### src/rtl/csr_access_ctrl.sv
// CSR instruction sequencer: read old value, drive the write-data ALU, commit one
// write and hand the old value back to the pipeline. WB flushes cancel in-flight work.
module csr_access_ctrl #(
    parameter int NUM_W  = 14,
    parameter int DATA_W = 32
) (
    input  logic              clk,
    input  logic              reset,
    input  logic              req_valid,
    output logic              req_ready,
    input  logic [1:0]        req_op,
    input  logic [NUM_W-1:0]  req_num,
    input  logic [DATA_W-1:0] req_rd,
    input  logic [DATA_W-1:0] req_rj,
    output logic              resp_valid,
    input  logic              resp_ready,
    output logic [DATA_W-1:0] resp_data,
    output logic [NUM_W-1:0]  csr_rnum,
    input  logic [DATA_W-1:0] csr_rdata,
    output logic [DATA_W-1:0] alu_rd,
    output logic [DATA_W-1:0] alu_rj,
    output logic [DATA_W-1:0] alu_csr_data,
    output logic [NUM_W-1:0]  alu_num,
    output logic              alu_mask_en,
    input  logic [DATA_W-1:0] alu_wd,
    output logic              csr_we,
    output logic [NUM_W-1:0]  csr_wnum,
    output logic [DATA_W-1:0] csr_wdata,
    input  logic              exc_commit,
    output logic              busy
);

    typedef enum logic [1:0] {
        IDLE  = 2'd0,
        READ  = 2'd1,
        WRITE = 2'd2,
        HOLD  = 2'd3
    } state_t;

    localparam logic [1:0] OP_CSRWR   = 2'b01;
    localparam logic [1:0] OP_CSRXCHG = 2'b10;

    state_t            state_reg;
    logic [1:0]        op_reg;
    logic [NUM_W-1:0]  num_reg;
    logic [DATA_W-1:0] rd_reg;
    logic [DATA_W-1:0] rj_reg;
    logic [DATA_W-1:0] old_reg;

    // Only csrwr and csrxchg write; the reserved op falls through as a read.
    logic op_writes;
    assign op_writes = (op_reg == OP_CSRWR) || (op_reg == OP_CSRXCHG);

    always_ff @(posedge clk) begin
        if (reset) begin
            state_reg <= IDLE;
            op_reg    <= '0;
            num_reg   <= '0;
            rd_reg    <= '0;
            rj_reg    <= '0;
            old_reg   <= '0;
        end else begin
            case (state_reg)
                IDLE: begin
                    if (req_valid && req_ready) begin
                        op_reg    <= req_op;
                        num_reg   <= req_num;
                        rd_reg    <= req_rd;
                        rj_reg    <= req_rj;
                        state_reg <= READ;
                    end
                end
                READ: begin
                    old_reg   <= csr_rdata;
                    state_reg <= exc_commit ? IDLE : WRITE;
                end
                WRITE: begin
                    if (exc_commit || resp_ready)
                        state_reg <= IDLE;
                    else
                        state_reg <= HOLD;
                end
                HOLD: begin
                    // A flush here drops the response; the write already landed.
                    if (exc_commit || resp_ready)
                        state_reg <= IDLE;
                end
                default: state_reg <= IDLE;
            endcase
        end
    end

    assign req_ready = (state_reg == IDLE) && !exc_commit && !reset;
    assign busy      = (state_reg != IDLE);

    assign csr_rnum     = num_reg;
    assign alu_rd       = rd_reg;
    assign alu_rj       = rj_reg;
    assign alu_csr_data = old_reg;
    assign alu_num      = num_reg;
    assign alu_mask_en  = (op_reg == OP_CSRXCHG);

    // Write and response are cancelled combinationally in the same cycle as a flush or reset.
    assign csr_we    = (state_reg == WRITE) && op_writes && !exc_commit && !reset;
    assign csr_wnum  = num_reg;
    assign csr_wdata = alu_wd;

    assign resp_valid = ((state_reg == WRITE) || (state_reg == HOLD)) && !exc_commit && !reset;
    assign resp_data  = old_reg;

endmodule

### config.mk
export PLATFORM = sky130hd
export DESIGN_NAME = csr_access_ctrl
export DESIGN_NICKNAME = d
export VERILOG_FILES = /design/src/rtl/csr_access_ctrl.sv
export SDC_FILE = /design/constraint.sdc
export NUM_CORES = 1
export LEC_CHECK = 0
export BUFFER_PORTS_ARGS = -buffer_cell sky130_fd_sc_hd__clkbuf_2
export CORE_AREA = 2 2 139 141
export CTS_CLUSTER_DIAMETER = 30
export CTS_CLUSTER_SIZE = 20
export DETAILED_ROUTE_END_ITERATION = 6
export DIE_AREA = 0 0 141 143
export PLACE_DENSITY = 0.57
export SETUP_SLACK_MARGIN = 0.1
export SLEW_MARGIN = 20
export SYNTH_ARGS = -nofsm -noshare
export SYNTH_HDL_FRONTEND = slang
export SYNTH_SLANG_ARGS = --single-unit
export TNS_END_PERCENT = 10
### constraint.sdc
create_clock -name clk -period 3.65 [get_ports clk]
set_input_delay 0.73 -clock clk [delete_from_list [all_inputs] [get_ports clk]]
set_output_delay 0.73 -clock clk [all_outputs]
set_load 0.02 [all_outputs]
==> metrics.log <==
[metrics] RR Startpoint: state_reg[1]
[metrics] r2r setup slk: 1.39 ns
[metrics] aggregate global-route resource usage: 14.3%
[metrics] clock-pin slew of the registers on the worst-case setup and hold paths: 0.05 ns
[metrics] fin area: 0.00635 mm²
[metrics] transition time at the pin with the least slew margin: 0.853 ns
[metrics] largest net degree at the start of global routing: 82
[metrics] final net count: 933
[metrics] initial antenna violation count: 0
[metrics] Pins Over Slew Limit: 0
[metrics] Sum Neg Setup Slack: 0 ns
[metrics] cts repair resizes: 0
[metrics] Post-Route Hold Slack: 0.467 ns
[metrics] wire length of the first global-routing pass: 22,800 µm
[metrics] die area: 0.0202 mm²
[metrics] cell types with the largest area share after synthesis: sky130_fd_sc_hd__dfxtp_1, sky130_fd_sc_hd__buf_4, sky130_fd_sc_hd__a21oi_1, sky130_fd_sc_hd__nand3_1, sky130_fd_sc_hd__o21ai_0
[metrics] Required @ worst endpoint: 2.92 ns
[metrics] remaining routing DRC violations: 0
[metrics] post-synth design cell area: 0.00501 mm²
[metrics] Crit Path Class: flip-flop to output port
[metrics] First DRT Iteration DRCs: 245
[metrics] sequential fraction of the synthesis area: 45.6%
[metrics] number of setup buffers added after CTS: 0
[metrics] filler cell count in the final layout: 2,036
[metrics] synthesized area divided by synthesized cell count: 8.20 µm²
[metrics] Worst IR Drop VDD: 0.285 mV
[metrics] instance count of the mapped netlist: 611
[metrics] ys async rst share: 0%
[metrics] deepest clock path buffer count: 2
[metrics] count of input and output buffers: 291
[metrics] post-layout minimum cycle time: 2.65 ns
[metrics] dpl hpwl: 9910 µm
[metrics] clock buffers created by TritonCTS: 17
[metrics] Netlist cell types: 25
[metrics] number of violations of the max-capacitance limit: 0
[metrics] Synth Area in Adders: 0.250%
[metrics] remaining max-slew budget at the tightest pin: 42.9%
[metrics] die width: 141 µm
[metrics] setup repair after global routing missed its margin: false
[metrics] last weighted congestion value of the routability-driven placer: 0.715
[metrics] share of synthesized area spent on multiplexers: 0%
[metrics] worst hold path class: flip-flop to flip-flop
[metrics] total area of multi-input combinational cells: 0.00167 mm²
[metrics] Final Instance Count excl. Fillers: 1,029
[metrics] FF+latch count, synth: 114
[metrics] ratio of cells with drive above 1 in the final layout: 42.0%
[metrics] Compound-Gate Fraction of Synth Area: 19.4%
[metrics] Hold Path Depth: 2
[metrics] area taken by flip-flops and latches: 0.00228 mm²
[metrics] standard-cell row count: 50
[metrics] y dimension of the die: 143 µm
[metrics] highest clock rate: 377 MHz
[metrics] Synth top area share: 45.6%
[metrics] antenna-violating nets left: 0
[metrics] library cell with the highest instance count after synthesis: sky130_fd_sc_hd__dfxtp_1
[metrics] combinational family with the most area after synthesis: buffers and inverters
[metrics] core region area: 0.0186 mm²
[metrics] clock latency at the later pin of the worst-skew pair: 0.40 ns
[metrics] per-cell routed wire length: 14.3 µm
[metrics] DRT Pass-1 Iters: 4
[metrics] Data arrival, critical path: 1.92 ns
[metrics] Num Clock Sinks: 114
[metrics] simple-gate share of the synthesized area: 13.6%
[metrics] post-synthesis net count: 761
[metrics] number of global-route vias before repair: 4,390
[metrics] cell type with the highest aggregate area in the netlist: sky130_fd_sc_hd__dfxtp_1
[metrics] reg-to-reg endpoint: alu_rj[16]
[metrics] capturing element type of the critical path: output port
[metrics] run status: completed
[metrics] Layout Skew: 0.00583 ns
[metrics] sum of overflow across all layers after global routing: 0
[metrics] antenna diode count: 0
[metrics] clock tree from TritonCTS: done
[metrics] prevailing post-synth register cell: sky130_fd_sc_hd__dfxtp_1
[metrics] final core utilization: 34.2%
[metrics] worst-case reg-to-reg path depth: 5
[metrics] endpoint of the worst hold-timing path: alu_csr_data[18]
[metrics] effective utilization at floorplan: 26.9%
[metrics] hold buffer count at CTS: 0
[metrics] number of enable-type register cells in the synthesized netlist: 0
[metrics] post-DR vias/cell: 4.58
[metrics] post-placement cell count: 998
[metrics] placement-stage cell area: 0.00579 mm²
[metrics] critical path startpoint category: flip-flop
[metrics] Worst Min Path Start: alu_csr_data[18]
[metrics] routed wire length: 14,700 µm
[metrics] top cells by count, synth: sky130_fd_sc_hd__dfxtp_1, sky130_fd_sc_hd__a21oi_1, sky130_fd_sc_hd__buf_4
[metrics] crit-path max FO: 27
[metrics] synthesis-to-finish area growth: 26.8%
[metrics] parity-gate share of the synthesized area counting xor and xnor cells: 0%
[metrics] I/O pins: 356
[metrics] standby leakage power: 2.84 nW
[metrics] vias after detailed routing: 4,712
[metrics] final worst-path cycle share: 72.7%
[metrics] final-report hold violation count: 0
[metrics] CTS Root Cell: sky130_fd_sc_hd__clkbuf_16
[metrics] synthesis warning total: 0
[metrics] H-tree depth: 4
[metrics] total of endpoints with negative setup slack in the final report: 0
[metrics] power density over the cells: 509 mW/mm²
stage by stage:
step                      total power, mW  setup slack, ns
after floorplan                      1.64             1.28
after global placement               1.71            0.990
after detailed placement             1.71            0.969
after CTS                            3.29            0.966
after global routing                 3.39            0.901
final                                3.23            0.998
worst max-delay path, stage by stage, from the launching register on:
cell	delay (ns)
sky130_fd_sc_hd__dfxtp_1	0.35
sky130_fd_sc_hd__or4_2	0.80
sky130_fd_sc_hd__inv_12	0.18
sky130_fd_sc_hd__clkbuf_2	0.19
power by group:
| part | total [mW] | internal, mW | switching, mW |
|---|---|---|---|
| clock | 1.56 | 0.979 | 0.577 |
| combinational | 0.363 | 0.123 | 0.240 |
| sequential | 1.31 | 1.29 | 0.0263 |
final cells by class:
class,instances,area share [%]
Sequential cell,114,35.9
Clock inverter,10,1.34
Inverter,4,0.434
Tap cell,234,4.61
Multi-Input combinational cell,347,26.3
Timing Repair Buffer,299,23.9
Clock buffer,21,7.41
cells by family (layout without fill, tap and decap cells):
| kind of cell | count (synthesis) | count (layout) |
|---|---|---|
| AOI/OAI and AO/OA | 194 | 194 |
| adders and majority gates | 1 | 1 |
| buffers and inverters | 150 | 334 |
| DFF | 114 | 114 |
| and+or+nand+nor | 152 | 152 |
worst max path at each step:
stage,startpoint,endpoint,slack [ns]
2_1_floorplan,reset,req_ready,1.28
3_3_place_gp,exc_commit,alu_rj[24],0.99
3_5_place_dp,exc_commit,alu_rj[24],0.97
4_1_cts,state_reg[1],req_ready,0.97
5_1_grt,state_reg[1],req_ready,0.90
6_report,state_reg[1],req_ready,1.0
cells in the final DEF (no fill, tap or decap), types with 3 or more instances in the layout:
cell	netlist	routed
sky130_fd_sc_hd__clkbuf_2	1	289
sky130_fd_sc_hd__dfxtp_1	114	114
sky130_fd_sc_hd__a21oi_1	113	113
sky130_fd_sc_hd__nand3_1	80	80
sky130_fd_sc_hd__nand2_1	66	66
sky130_fd_sc_hd__o21ai_0	55	55
sky130_fd_sc_hd__o21ai_1	25	25
sky130_fd_sc_hd__clkbuf_16	0	17
sky130_fd_sc_hd__buf_4	100	9
sky130_fd_sc_hd__clkinv_2	0	5
sky130_fd_sc_hd__clkinvlp_4	0	4
sky130_fd_sc_hd__clkbuf_8	0	3
layer usage:
layer	GRT usage [%]	wire, µm	vias to the layer above
li1	-	-	2334
met3	4.73	1090	19
met5	0	0	-
met4	5.79	229	0
met1	16.5	6190	2157
met2	24.3	7190	202
(Power assumes the default switching activity.)
